===== config.mk =====
export PLATFORM = sky130hd
export DESIGN_NAME = i2s_tx_flat
export DESIGN_NICKNAME = d
export VERILOG_FILES = /design/src/rtl/eq_pkg.sv /design/src/rtl/i2s_tx_if.sv /design/src/rtl/i2s_clk_gen.sv /design/src/rtl/i2s_tx.sv /design/src/flat_wrapper.sv
export SDC_FILE = /design/constraint.sdc
export NUM_CORES = 1
export LEC_CHECK = 0
export ABC_CLOCK_PERIOD_IN_PS = 3500
export BUFFER_PORTS_ARGS = -buffer_cell sky130_fd_sc_hd__buf_2
export CAP_MARGIN = 20
export CORE_MARGIN = 3
export CORE_UTILIZATION = 48
export CTS_BUF_LIST = sky130_fd_sc_hd__clkbuf_8
export CTS_CLUSTER_SIZE = 25
export DETAILED_ROUTE_END_ITERATION = 10
export PLACE_DENSITY = 0.67
export SYNTH_ARGS = -nofsm -noshare
export SYNTH_HDL_FRONTEND = slang
export SYNTH_SLANG_ARGS = --single-unit

===== constraint.sdc =====
create_clock -name clk -period 3.5 [get_ports clk]
set_clock_uncertainty 0.05 [all_clocks]
set_input_delay 0.35 -clock clk [delete_from_list [all_inputs] [get_ports clk]]
set_output_delay 0.35 -clock clk [all_outputs]
set_load 0.02 [all_outputs]

===== src/rtl/eq_pkg.sv =====
// Shared equalizer sizes and sample type for the I2S output stage.
package eq_pkg;
    localparam int unsigned SAMPLE_W       = 24;
    localparam int unsigned SLOT_W         = 32;
    localparam int unsigned FRAME_BITS     = 64;
    localparam int unsigned BIT_W          = $clog2(FRAME_BITS);
    localparam int unsigned SLOT_IDX_W     = $clog2(SLOT_W);
    localparam int unsigned UNDERRUN_CNT_W = 16;

    typedef logic signed [SAMPLE_W-1:0] sample_t;

    // Slot positions 1..SAMPLE_W carry sample bits; position 0 and the tail are zero.
    function automatic logic is_data_bit(input logic [SLOT_IDX_W-1:0] k);
        return (k >= SLOT_IDX_W'(1)) && (k <= SLOT_IDX_W'(SAMPLE_W));
    endfunction
endpackage


===== src/rtl/i2s_tx_if.sv =====
// Sample handshake between the filter mixer (master) and the I2S transmitter (slave).
interface i2s_tx_if;
    import eq_pkg::*;

    sample_t sample_in;
    logic    sample_valid;
    logic    sample_ready;

    modport master (output sample_in, output sample_valid, input sample_ready);
    modport slave  (input sample_in, input sample_valid, output sample_ready);
endinterface


===== src/rtl/i2s_clk_gen.sv =====
// BCLK/LRCK generation plus the fall-edge and frame-start strobes used by the shifter.
module i2s_clk_gen
    import eq_pkg::*;
#(
    parameter int unsigned CLK_DIV = 4
) (
    input  logic                  clk,
    input  logic                  reset,
    output logic                  bclk,
    output logic                  lrck,
    output logic                  fall_c,
    output logic                  frame_start_c,
    output logic [SLOT_IDX_W-1:0] slot_bit_c
);
    localparam int unsigned DIV_W = $clog2(CLK_DIV);

    logic [DIV_W-1:0] div_cnt;
    logic [BIT_W-1:0] bit_cnt;
    logic [BIT_W-1:0] bit_nxt_c;
    logic             tc_c;

    assign tc_c          = (div_cnt == DIV_W'(CLK_DIV - 1));
    assign fall_c        = tc_c && bclk;
    assign frame_start_c = fall_c && (bit_cnt == BIT_W'(FRAME_BITS - 1));
    // FRAME_BITS is a power of two, so the increment wraps 63 -> 0 on its own.
    assign bit_nxt_c     = bit_cnt + BIT_W'(1);
    assign slot_bit_c    = bit_nxt_c[SLOT_IDX_W-1:0];

    always_ff @(posedge clk) begin
        if (reset) begin
            div_cnt <= '0;
            bclk    <= 1'b0;
            bit_cnt <= BIT_W'(FRAME_BITS - 1);
            lrck    <= 1'b1;
        end else begin
            if (tc_c) begin
                div_cnt <= '0;
                bclk    <= ~bclk;
            end else begin
                div_cnt <= div_cnt + DIV_W'(1);
            end
            if (fall_c) begin
                bit_cnt <= bit_nxt_c;
                lrck    <= (bit_nxt_c >= BIT_W'(SLOT_W));
            end
        end
    end
endmodule


===== src/rtl/i2s_tx.sv =====
// I2S transmitter: one-entry sample buffer, dual-slot MSB-first shifter, underrun flag.
// Optional saturating underrun counter enabled by I2S_TX_UNDERRUN_CNT_EN.
module i2s_tx
    import eq_pkg::*;
#(
    parameter int unsigned CLK_DIV = 4
) (
    input  logic         clk,
    input  logic         reset,
    i2s_tx_if.slave      bus,
    output logic         bclk,
    output logic         lrck,
    output logic         sdata,
    output logic         underrun
`ifdef I2S_TX_UNDERRUN_CNT_EN
    ,
    output logic [UNDERRUN_CNT_W-1:0] underrun_cnt
`endif
);
    logic                  fall_c;
    logic                  frame_start_c;
    logic [SLOT_IDX_W-1:0] slot_bit_c;
    logic                  accept_c;
    logic                  empty;
    sample_t               hold;
    sample_t               shreg;

    i2s_clk_gen #(.CLK_DIV(CLK_DIV)) u_clk_gen (
        .clk           (clk),
        .reset         (reset),
        .bclk          (bclk),
        .lrck          (lrck),
        .fall_c        (fall_c),
        .frame_start_c (frame_start_c),
        .slot_bit_c    (slot_bit_c)
    );

    assign bus.sample_ready = empty;
    assign accept_c         = bus.sample_valid && empty;

    // A frame start samples the buffer state before any same-cycle acceptance.
    always_ff @(posedge clk) begin
        if (reset) begin
            empty    <= 1'b1;
            hold     <= '0;
            shreg    <= '0;
            sdata    <= 1'b0;
            underrun <= 1'b0;
        end else begin
            underrun <= 1'b0;
            if (accept_c) begin
                hold  <= bus.sample_in;
                empty <= 1'b0;
            end
            if (frame_start_c) begin
                sdata <= 1'b0;
                if (!empty) begin
                    shreg <= hold;
                    empty <= 1'b1;
                end else begin
                    shreg    <= '0;
                    underrun <= 1'b1;
                end
            end else if (fall_c) begin
                // Rotating (not shifting) restores the sample for the right slot.
                if (is_data_bit(slot_bit_c)) begin
                    sdata <= shreg[SAMPLE_W-1];
                    shreg <= {shreg[SAMPLE_W-2:0], shreg[SAMPLE_W-1]};
                end else begin
                    sdata <= 1'b0;
                end
            end
        end
    end

`ifdef I2S_TX_UNDERRUN_CNT_EN
    always_ff @(posedge clk) begin
        if (reset) begin
            underrun_cnt <= '0;
        end else if (frame_start_c && empty && (underrun_cnt != '1)) begin
            underrun_cnt <= underrun_cnt + UNDERRUN_CNT_W'(1);
        end
    end
`endif
endmodule


===== src/flat_wrapper.sv =====
// flat-port wrapper written by rule: the top's interface ports become plain ports
module i2s_tx_flat import eq_pkg::*;
#(
    parameter int unsigned CLK_DIV = 4
)
  (clk, reset, bclk, lrck, sdata, underrun, bus_sample_in, bus_sample_valid, bus_sample_ready);
  i2s_tx_if bus_i ();
  input  logic clk;
  input  logic reset;
  output logic bclk;
  output logic lrck;
  output logic sdata;
  output logic underrun;
  input wire logic [$bits(bus_i.sample_in)-1:0] bus_sample_in;
  input wire logic [$bits(bus_i.sample_valid)-1:0] bus_sample_valid;
  output wire logic [$bits(bus_i.sample_ready)-1:0] bus_sample_ready;
  assign bus_i.sample_in = bus_sample_in;
  assign bus_i.sample_valid = bus_sample_valid;
  assign bus_sample_ready = bus_i.sample_ready;
  i2s_tx #(.CLK_DIV(CLK_DIV)) u_core (.clk(clk), .reset(reset), .bus(bus_i), .bclk(bclk), .lrck(lrck), .sdata(sdata), .underrun(underrun));
endmodule

# ---- After elaboration in Yosys (flattened, before gate mapping)
# Cells that the tools add are included.
dict set report totals {
  inputBits 27
  word_cells 37
  ff_bits 61
}
dict set report op_classes {
  n_mux 9
  n_reduce_logical 10
  bitwise_logic 2
  magnitude_cmp 3
  addsub 2
  eq_ne 2
}
# cell n
set ops {}
lappend ops {{24-bit 2-to-1 mux} 4}
lappend ops {{6-bit by 1-bit adder with 6-bit output (second input constant)} 1}
lappend ops {{6-bit equality test (second input constant)} 1}
lappend ops {{6-bit greater-or-equal comparator (second input constant)} 1}
lappend ops {{2-bit OR reduction} 3}
lappend ops {{5-bit by 1-bit greater-or-equal comparator with 1-bit output (second input constant)} 1}
lappend ops {{5-bit <= comparator (second input constant)} 1}
lappend ops {{1-bit 2-to-1 mux} 5}
lappend ops {{1-bit logical AND} 4}
lappend ops {{2-bit nonzero test} 2}
lappend ops {{2-bit by 1-bit adder with 2-bit output (second input constant)} 1}
lappend ops {{2-bit equality test (second input constant)} 1}
lappend ops {{1-bit NOT} 2}
lappend ops {{2-bit AND reduction} 1}

# ---- Logic depth before layout (Yosys ltp)
# Gate-level depths: netlist of the first run.
dict set report logic_depth {
  word_depth 6
  ltp_mapped 9
}

# ---- Modules after synthesis
# A second synthesis of the first run with hierarchy kept.
dict set report hier_totals {
  cells_unflattened 363
  hier_area_um2 3135.5
}
# module seq_area_each_um2 area_each_um2 instances cells_each
set modules_own_cells {}
lappend modules_own_cells {i2s_tx 1021.0 2686.3 1 315}
lappend modules_own_cells {i2s_clk_gen 180.2 449.2 1 48}

# ---- Worst setup path before layout of the first run
# Ideal clock, no wire load.
dict set report synth_timing {
  path_kind {reg2reg}
  from {register u_core.u_clk_gen.bit_cnt[0]}
  to {register u_core.shreg[10]}
  setup_ns 0.146
  required_time_ns 3.304
  synth_period_minus_slack_ns 2.082
  arrival_time_ns 1.886
  path_slack_ns 1.418
  path_stages_with_launch 10
  path_buffers 2
  cell_sequence {dfxtp_1 inv_1 ha_1 nor3_1 nand3_2 o221ai_2 and2_4 buf_6 buf_6 a211oi_2}
}
dict set report synth_via {
  elab_chain_len 5
  elab_cells_between_ends 10
  cone_classes {add/sub (1); order compare (2); eq/ne (1); mux (1); reduce/logical (5)}
}
# item line
set synth_rtl {}
lappend synth_rtl {{start: declaration} i2s_clk_gen.sv:18} ;# logic [BIT_W-1:0] bit_cnt;
lappend synth_rtl {{start signal: assignment} i2s_clk_gen.sv:33} ;# bit_cnt <= BIT_W'(FRAME_BITS - 1);
lappend synth_rtl {{start signal: assignment} i2s_clk_gen.sv:43} ;# bit_cnt <= bit_nxt_c;
lappend synth_rtl {{6-bit by 1-bit adder with 6-bit output (*)} i2s_clk_gen.sv:26} ;# assign bit_nxt_c = bit_cnt + BIT_W'(1);
lappend synth_rtl {{net u_core.slot_bit_c[0]} i2s_tx.sv:22} ;# logic [SLOT_IDX_W-1:0] slot_bit_c;
lappend synth_rtl {{5-bit by 1-bit greater-or-equal comparator with 1-bit output / 5-bit <= comparator (equally long branches)} eq_pkg.sv:14} ;# return (k >= SLOT_IDX_W'(1)) && (k <= SLOT_IDX_W'(SAMPLE_W));
lappend synth_rtl {{1-bit logical AND (*)} eq_pkg.sv:14}
lappend synth_rtl {{2-bit nonzero test (no line) (*)} n/a}
lappend synth_rtl {{2-bit AND reduction (no line) (*)} n/a}
lappend synth_rtl {{end signal: assignment} i2s_tx.sv:58} ;# shreg <= hold;
lappend synth_rtl {{end signal: assignment} i2s_tx.sv:68} ;# shreg <= {shreg[SAMPLE_W-2:0], shreg[SAMPLE_W-1]};
lappend synth_rtl {{end: declaration} i2s_tx.sv:26} ;# sample_t shreg;
# Mark *: on every way through the listed nets, which the timed path passes. The rest lies on a longest branch.
# A chain may end at the register's enable or synchronous reset.

# ---- Worst setup path after layout of the first run
dict set report layout_timing {
  from {register u_core.u_clk_gen.bit_cnt[0]}
  to {register u_core.shreg[21]}
}
dict set report layout_via {
  elab_chain_len 5
  elab_cells_between_ends 10
  cone_classes {add/sub (1); order compare (2); eq/ne (1); mux (1); reduce/logical (5)}
}
# item line
set layout_rtl {}
lappend layout_rtl {{6-bit by 1-bit adder with 6-bit output} i2s_clk_gen.sv:26}
lappend layout_rtl {{5-bit by 1-bit greater-or-equal comparator with 1-bit output / 5-bit <= comparator (equally long branches)} eq_pkg.sv:14}
lappend layout_rtl {{1-bit logical AND} eq_pkg.sv:14}
lappend layout_rtl {{2-bit nonzero test (no line)} n/a}
lappend layout_rtl {{2-bit AND reduction (no line)} n/a}
# Parallel ways exist; a longest one is shown, timed or not.

==> results by group, run 1 <==
Run status
  • Outcome: complete, no violations

Min path
  • Worst hold path type: primary input to flop

Timing
  • RSZ-0062 raised after global routing: no
  • Final hold vios: 0
  • Min Tclk post-route: 2.52 ns
  • Max_slew headroom: 0.342
  • Max Transition Viols Final: 0
  • Fmax: approximately 0.40 GHz
  • Worst-margin pin slew: roughly 0.99 ns
  • Setup ws final: roughly 1 ns
  • Final hold slack: 0.206 ns
  • Setup TNS: 0 ns
  • Finish-stage setup viols: 0
  • Period utilization: 0.720

Power
  • Pwr/cell area: between 400 and 500 nW/um^2
  • Peak VDD IR: roughly 0.29 mV
  • Comb power frac: 0.079
  • Switch share: 0.240
  • Static leakage: 1.24 nW
  • Clk network pwr share: 0.393
  • Psw: 0.328 mW
  • Internal: 1.04 mW
  • Seq pwr share: 0.529
  • Pwr Total: between 1 and 1.5 mW

Flow run
  • Max-Cap Viols: 0

Cells and area
  • Layout cell share with drive strength beyond 1: 0.222
  • Most frequent cells in the layout: dfxtp_1, nand2_1, a21oi_1, buf_2, inv_1
  • Most common cell after layout, fill and taps aside: dfxtp_1
  • Post-route cell area: around 3200 sq um
  • Area Overhead vs Synth: 10.1%
  • ANT cells: 0
  • Layout net count: 388

Floorplanning
  • Starting density of the core: 0.513
  • Die Span X: 83.9 microns
  • Number of cell rows: 27
  • Die height: around 84 microns
  • Boundary Pins: 32
  • Die ar.: 7030 sq um
  • Core ar.: around 5700 sq um

GRT
  • First-pass GRT wire length: 9850 microns
  • Vias in the first global route: between 2k and 2.5k
  • Total gr overflow: 0
  • GRT Overall Usage: 0.169
  • Largest net degree at the start of global routing: 51
  • Initial antenna violation count: 0

Routing
  • Post-Route WL: 5680 microns
  • Vias per inst: 5.29
  • Router iterations before antenna repair: 4
  • DRT antenna net count: 0
  • Vias post-DR: between 2k and 2.5k
  • Initial DRC Count: slightly above 90
  • DR WL/cell: between 10 and 15 microns
  • DRC violations left: 0

Clocking
  • # H-tree levels: 3
  • CTS buffer count: 9
  • Clock Tree Root: clkbuf_8
  • Resize count post-CTS: 0
  • Post-CTS Hold Buffers: 0
  • CTS clk-pin slew, worst paths: 0.07 ns
  • Post-CTS Setup Inserts: 0
  • CTS tree: yes
  • CTS sink count: 60
  • Clk Latency, worst-skew pair: 0.33 ns
  • CTS max path bufs: 2

Yosys
  • Synth Register Bits: 60
  • Area leader, netlist: dfxtp_1
  • Largest family of logic cells by synthesized area: compound AO/OA/AOI/OAI gates
  • Cells after Synth: 340
  • Post-synthesis cell type count: 38
  • Simple-gate share of the synthesized area: 0.205
  • Syn Std Cell Area: 2910 sq um
  • Top post-synthesis cells by area: dfxtp_1, a211oi_2, a21oi_1, nand2_1, nand3b_1
  • Synth top area share: 0.413
  • Yosys warnings: 0
  • Synth Area in Adders: 0.0172
  • Synth Area in Compound Gates: 0.248
  • Mapped Nets: 371
  • Synth Area in XOR/XNOR: 0.0245
  • Post-synthesis sequential area ratio: 0.413
  • Multiplexer share of the synthesized area: 0.00516
  • Syn_area_per_cell: 8.56 sq um

Worst setup path
  • CP Capture Type: flop
  • Delay-heaviest family, CP: compound AO/OA/AOI/OAI gates
  • R2r startpoint: u_core.u_clk_gen.bit_cnt[0]
  • Setup crit start kind: flop
  • Critical path, cell by cell: ha_1, nand2_1, o31ai_1, a22oi_1, o221ai_2, buf_4, and2_4, a211oi_1
  • Arr. time, crit path: 2.63 ns
  • CP Launch Point: u_core.u_clk_gen.bit_cnt[0]
  • Critical path fanouts, max: 25
  • Flop-to-flop setup slack: 0.98 ns
  • Setup CP Type: flop to flop
  • Crit Reg-Reg Endpoint: u_core.shreg[21]
  • CP required: roughly 3.6 ns
  • CP bufs+invs: 1
  • Number of cells on the critical path: 8
  • R2R depth: 8
  • Slowest stage delay, CP: 0.49 ns
  • Max stage delay cell, worst path: dfxtp_1
  • Worst setup path endpoint: u_core.shreg[21]

Placed design
  • Port Buf Inserts: 31
  • Post-place setup slack: approximately 0.99 ns
  • Gp weighted congestion: roughly 0.74
  • Placed Area: 3030 sq um
  • Dpl hpwl: 3590 microns
[layer usage]
| layer | up-vias | part of all wire | global-route usage |
|---|---|---|---|
| met5 | - | 0 | 0 |
| met4 | 0 | 0.016 | 0.0746 |
| met3 | 8 | 0.025 | 0.0355 |
| met2 | 27 | 0.48 | 0.285 |
| met1 | 1058 | 0.48 | 0.208 |
| li1 | 1199 | - | - |
[final cells by class]
class | instances | area, sq um
clock buffer | 11 | 151
timing repair buffer | 35 | 185
fill | 529 | 2470
tap | 72 | 90.1
inverter | 26 | 97.6
multi-input combinational | 225 | 1460
clock inverter | 4 | 17.5
sequential | 60 | 1200
[power groups by stage]
stage                     logic, mW  registers [mW]  clock network (mW)
after detailed placement      0.109           0.737                   0
final                         0.108           0.721               0.536
after global placement        0.107           0.735                   0
after floorplan              0.0765           0.736                   0
after global routing          0.123           0.724               0.583
after CTS                     0.109           0.721               0.548
[Yosys cell counts]
| master | count |
|---|---|
| buf_2 | 8 |
| clkbuf_1 | 15 |
| xnor2_1 | 3 |
| mux2_4 | 1 |
| and2_4 | 1 |
| o41ai_1 | 1 |
| buf_4 | 2 |
| o31ai_1 | 1 |
| xor2_4 | 1 |
| and3_1 | 1 |
| o221ai_2 | 1 |
| nand3_4 | 2 |
| a22oi_1 | 1 |
| or3b_2 | 3 |
| and2_1 | 2 |
| nand3_1 | 1 |
| o22ai_1 | 2 |
| and3b_1 | 1 |
| ha_1 | 4 |
| buf_6 | 4 |
| nor2_1 | 3 |
| dfxtp_1 | 60 |
| nand2_1 | 54 |
| xor2_1 | 2 |
| nand3_2 | 2 |
| nor2b_1 | 2 |
| a211oi_2 | 20 |
| nand3b_1 | 24 |
| nor3b_1 | 1 |
| o21ai_1 | 5 |
| a211oi_1 | 4 |
| nand2b_1 | 4 |
| nor3_1 | 5 |
| inv_1 | 26 |
| nor3_2 | 1 |
| a21oi_1 | 48 |
| o21ai_0 | 23 |
| a211o_1 | 1 |
[stage by stage]
step                cells   util
finish                433  0.564
global route          433  0.564
CTS                   433  0.564
detailed placement    418  0.535
global placement      418  0.535
floorplan             340      -
[worst min-delay path by stage]
stage,startpoint,endpoint,slack [ns],cells after the start
after CTS,bus_sample_in[10],u_core.hold[10],0.19,3
after global routing,bus_sample_in[8],u_core.hold[8],0.20,3
after floorplan,u_core.u_clk_gen.div_cnt[0],u_core.u_clk_gen.div_cnt[0],0.35,1
final,bus_sample_in[10],u_core.hold[10],0.21,3
after detailed placement,u_core.u_clk_gen.div_cnt[0],u_core.u_clk_gen.div_cnt[0],0.38,1
after global placement,u_core.u_clk_gen.div_cnt[0],u_core.u_clk_gen.div_cnt[0],0.36,1
[registers in the layout (all words and copies together) (netlist names)]
| register | flops |
|---|---|
| u_core.u_clk_gen.bclk | 1 |
| u_core.u_clk_gen.div_cnt | 2 |
| u_core.bus.sample_ready | 1 |
| u_core.shreg | 24 |
| u_core.underrun | 1 |
| u_core.sdata | 1 |
| u_core.hold | 24 |
| u_core.u_clk_gen.lrck | 1 |
| u_core.u_clk_gen.bit_cnt | 5 |
[worst register-to-register path, stage by stage, from the launching register on]
cell	delay [ns]
dfxtp_1	0.49
ha_1	0.33
nand2_1	0.08
o31ai_1	0.20
a22oi_1	0.12
o221ai_2	0.18
buf_4	0.30
and2_4	0.45
a211oi_1	0.14
[cell families after synthesis]
group	after synthesis
AOI/OAI and AO/OA	107
and+or+nand+nor	107
DFF	60
buffers and inverters	55
xor gates and xnor gates	6
adders and majority gates	4
muxes	1
Power figures use the tool's default switching activity.
==> run 2, diff against run 1 <==
--- a/config.mk
+++ b/config.mk
@@ -5,7 +5,7 @@
 export SDC_FILE = /design/constraint.sdc
 export NUM_CORES = 1
 export LEC_CHECK = 0
-export ABC_CLOCK_PERIOD_IN_PS = 3500
+export ABC_CLOCK_PERIOD_IN_PS = 2100
 export BUFFER_PORTS_ARGS = -buffer_cell sky130_fd_sc_hd__buf_2
 export CAP_MARGIN = 20
 export CORE_MARGIN = 3
@@ -13,7 +13,7 @@
 export CTS_BUF_LIST = sky130_fd_sc_hd__clkbuf_8
 export CTS_CLUSTER_SIZE = 25
 export DETAILED_ROUTE_END_ITERATION = 10
-export PLACE_DENSITY = 0.67
+export PLACE_DENSITY = 0.7
 export SYNTH_ARGS = -nofsm -noshare
 export SYNTH_HDL_FRONTEND = slang
 export SYNTH_SLANG_ARGS = --single-unit
==> constraint.sdc (replaced) <==
create_clock -name clk -period 2.1 [get_ports clk]
set_clock_uncertainty 0.05 [all_clocks]
set_input_delay 0.21 -clock clk [delete_from_list [all_inputs] [get_ports clk]]
set_output_delay 0.21 -clock clk [all_outputs]
set_load 0.02 [all_outputs]
==> run 2 against run 1 <==
Effect of this change: largest cell class unchanged; global-route usage is 0.63 points higher; non-clock buffer count is 13 higher; core utilization is 3.1 points higher; clock-buffer cell count is 2 lower; via count is 0.87% higher.
==> results by group, run 2 (synthesis results as in run 1) <==
Run status
  • Outcome: complete, no violations

Clocking
  • CTS clk-pin slew, worst paths: 0.07 ns (about the same)
  • CTS buffer count: 9 (unchanged)
  • CTS tree: yes
  • Clock Tree Root: clkbuf_8
  • Clk Latency, worst-skew pair: 0.33 ns (about the same)
  • # H-tree levels: 3 (unchanged)
  • CTS max path bufs: 2 (unchanged)
  • Post-CTS Hold Buffers: 0 (unchanged)
  • CTS sink count: 60 (unchanged)

Floorplanning
  • Die Span X: 83.9 microns (unchanged)
  • Core ar.: 5680 sq um (unchanged)
  • Die height: 83.9 microns (unchanged)
  • Starting density of the core: 0.513 (unchanged)
  • Die ar.: 7030 sq um (unchanged)
  • Number of cell rows: 27 (unchanged)
  • Boundary Pins: 32 (unchanged)

Timing
  • Final hold vios: 0 (unchanged)
  • Fmax: 0.507 GHz (+28%)
  • Setup ws final: 0.128 ns (-0.850 ns)
  • Finish-stage setup viols: 0 (unchanged)
  • Max Transition Viols Final: 0 (unchanged)
  • Min Tclk post-route: 1.97 ns (-0.550 ns)
  • Period utilization: 0.939 (+0.218)
  • Max_slew headroom: 0.346 (+0.00468)
  • Worst-margin pin slew: 0.981 ns (-0.00702 ns)

Min path
  • Worst hold path type: primary input to flop

Routing
  • DRC violations left: 0 (unchanged)
  • WL met3: 133 microns (-7.0%)
  • DRT antenna net count: 0 (unchanged)
  • Highest routed layer: met4
  • Vias per inst: 5.17 (-2.3%)
  • Router iterations before antenna repair: 4 (unchanged)
  • Initial DRC Count: 100 (+8.7%)
  • Post-Route WL: 5780 microns (+1.8%)
  • Met2 wire len: 2620 microns (-3.2%)
  • Vias post-DR: 2,312 (+0.87%)
  • DR WL/cell: 12.9 microns (-1.3%)
  • Met1 WL: 2930 microns (+7.4%)

Cells and area
  • Most common cell after layout, fill and taps aside: dfxtp_1
  • Most frequent cells in the layout: dfxtp_1, nand2_1, a21oi_1, buf_2, inv_1
  • Register Area: 1210 sq um (+0.52%)
  • Area Overhead vs Synth: 16.1%
  • Area of the multi-input gates: 1500 sq um (+3.0%)
  • Fillers: 512 (-3.2%)
  • Layout cell share with drive strength beyond 1: 0.269 (+0.0477)
  • Layout net count: 403 (+3.9%)
  • Fin util: 0.595 (+0.0306)
  • Largest registers: u_core.hold: 24 flops, u_core.shreg: 24 flops, u_core.u_clk_gen.bit_cnt: 5 flops
  • ANT cells: 0 (unchanged)

Worst setup path
  • CP required: 2.21 ns (-1.40 ns)
  • Most used cell, CP: buf_6
  • Critical path fanouts, max: 12 (-52%)
  • Delay-heaviest family, CP: compound AO/OA/AOI/OAI gates
  • Setup CP Type: flop to flop
  • Arr. time, crit path: 2.08 ns (-0.55 ns)
  • Slowest stage delay, CP: 0.38 ns (-0.11 ns)
  • Max stage delay cell, worst path: dfxtp_2
  • CP bufs+invs: 2 (+1)
  • CP Capture Type: flop
  • Critical path, cell by cell: ha_1, nor2b_1, o22ai_1, a22oi_2, o221ai_2, buf_6, buf_6, a21oi_1, a211oi_2
  • Setup crit start kind: flop

Power
  • Pwr Total: 2.33 mW (+71%)
  • Pwr/cell area: 689 nW/um^2 (+62%)
  • Peak VDD IR: 0.341 mV (+18%)
  • Static leakage: 1.31 nW (+6.2%)

GRT
  • Initial antenna violation count: 0 (unchanged)
  • Vias in the first global route: 2,286 (+2.3%)
  • First-pass GRT wire length: 10,200 microns (+3.8%)
  • GRT Overall Usage: 0.176 (+0.00626)
  • Largest net degree at the start of global routing: 52 (+2.0%)
  • Total gr overflow: 0 (unchanged)

Placed design
  • Port Buf Inserts: 31 (unchanged)
  • Dpl hpwl: 3710 microns (+3.3%)
  • Gp weighted congestion: 0.823 (+12%)
  • Post-place setup slack: -0.0681 ns (-1.06 ns)

Flow run
  • Max-Cap Viols: 0 (unchanged)
[run 2: cell types whose count changed in the layout (fill, tap and decap cells not counted), sizes merged]
cell,change
clkbuf,-2
buf,+13
and2,+2
bufinv,+1
[run 2: layout make-up]
type | instances | area share
clock inverters | 5 | 0.0141
well taps | 72 | 0.0267
inverters | 26 | 0.0289
flip-flops and latches | 60 | 0.358
multi-input cells | 227 | 0.445
clock buffers | 9 | 0.0367
repair buffers | 48 | 0.0908
[run 2: worst paths after layout]
path	from	endpoint	slack [ns]	depth (start not counted)
max	u_core.u_clk_gen.bit_cnt[1]	u_core.shreg[4]	0.13	9
min reg2reg	u_core.u_clk_gen.div_cnt[0]	u_core.u_clk_gen.div_cnt[0]	0.38	1
min	bus_sample_in[0]	u_core.hold[0]	0.06	3
max reg2reg	u_core.u_clk_gen.bit_cnt[1]	u_core.shreg[4]	0.13	9
[run 2: per-layer routing]
metal	vias to the layer above	track usage
met4	0	0.0731
met1	1050	0.230
met5	-	0
met2	24	0.275
li1	1226	-
met3	12	0.0444
[run 2: power by group]
group,switching (mW),total (mW),internal [mW]
combinational,0.0990,0.186,0.0869
sequential,0.0303,1.21,1.18
clock,0.411,0.933,0.522
[run 2: worst min-delay path, cell delays in order]
cell     delay [ns]
buf_2          0.10
nand2_1        0.04
a21oi_1        0.05
[run 2: what timing repair did]
item / 4_1_cts / 5_1_grt
setup endpoints to repair: 24 / 24
cloned: 2 / 0
resized for setup: 4 / 9
setup buffers: 1 / 0
hold endpoints to repair: 0 / 0
pin swaps: 3 / 1
[run 2: through the flow]
step                      TNS [ns]  cell area [sq um]  std cells  hold slack [ns]
after floorplan                  0               2910        340            0.272
after CTS                        0               3340        447           0.0492
final                            0               3380        447           0.0617
after detailed placement    -0.955               3140        430            0.372
after global placement           0               3140        430            0.362
after global routing       -0.0224               3380        447           0.0501
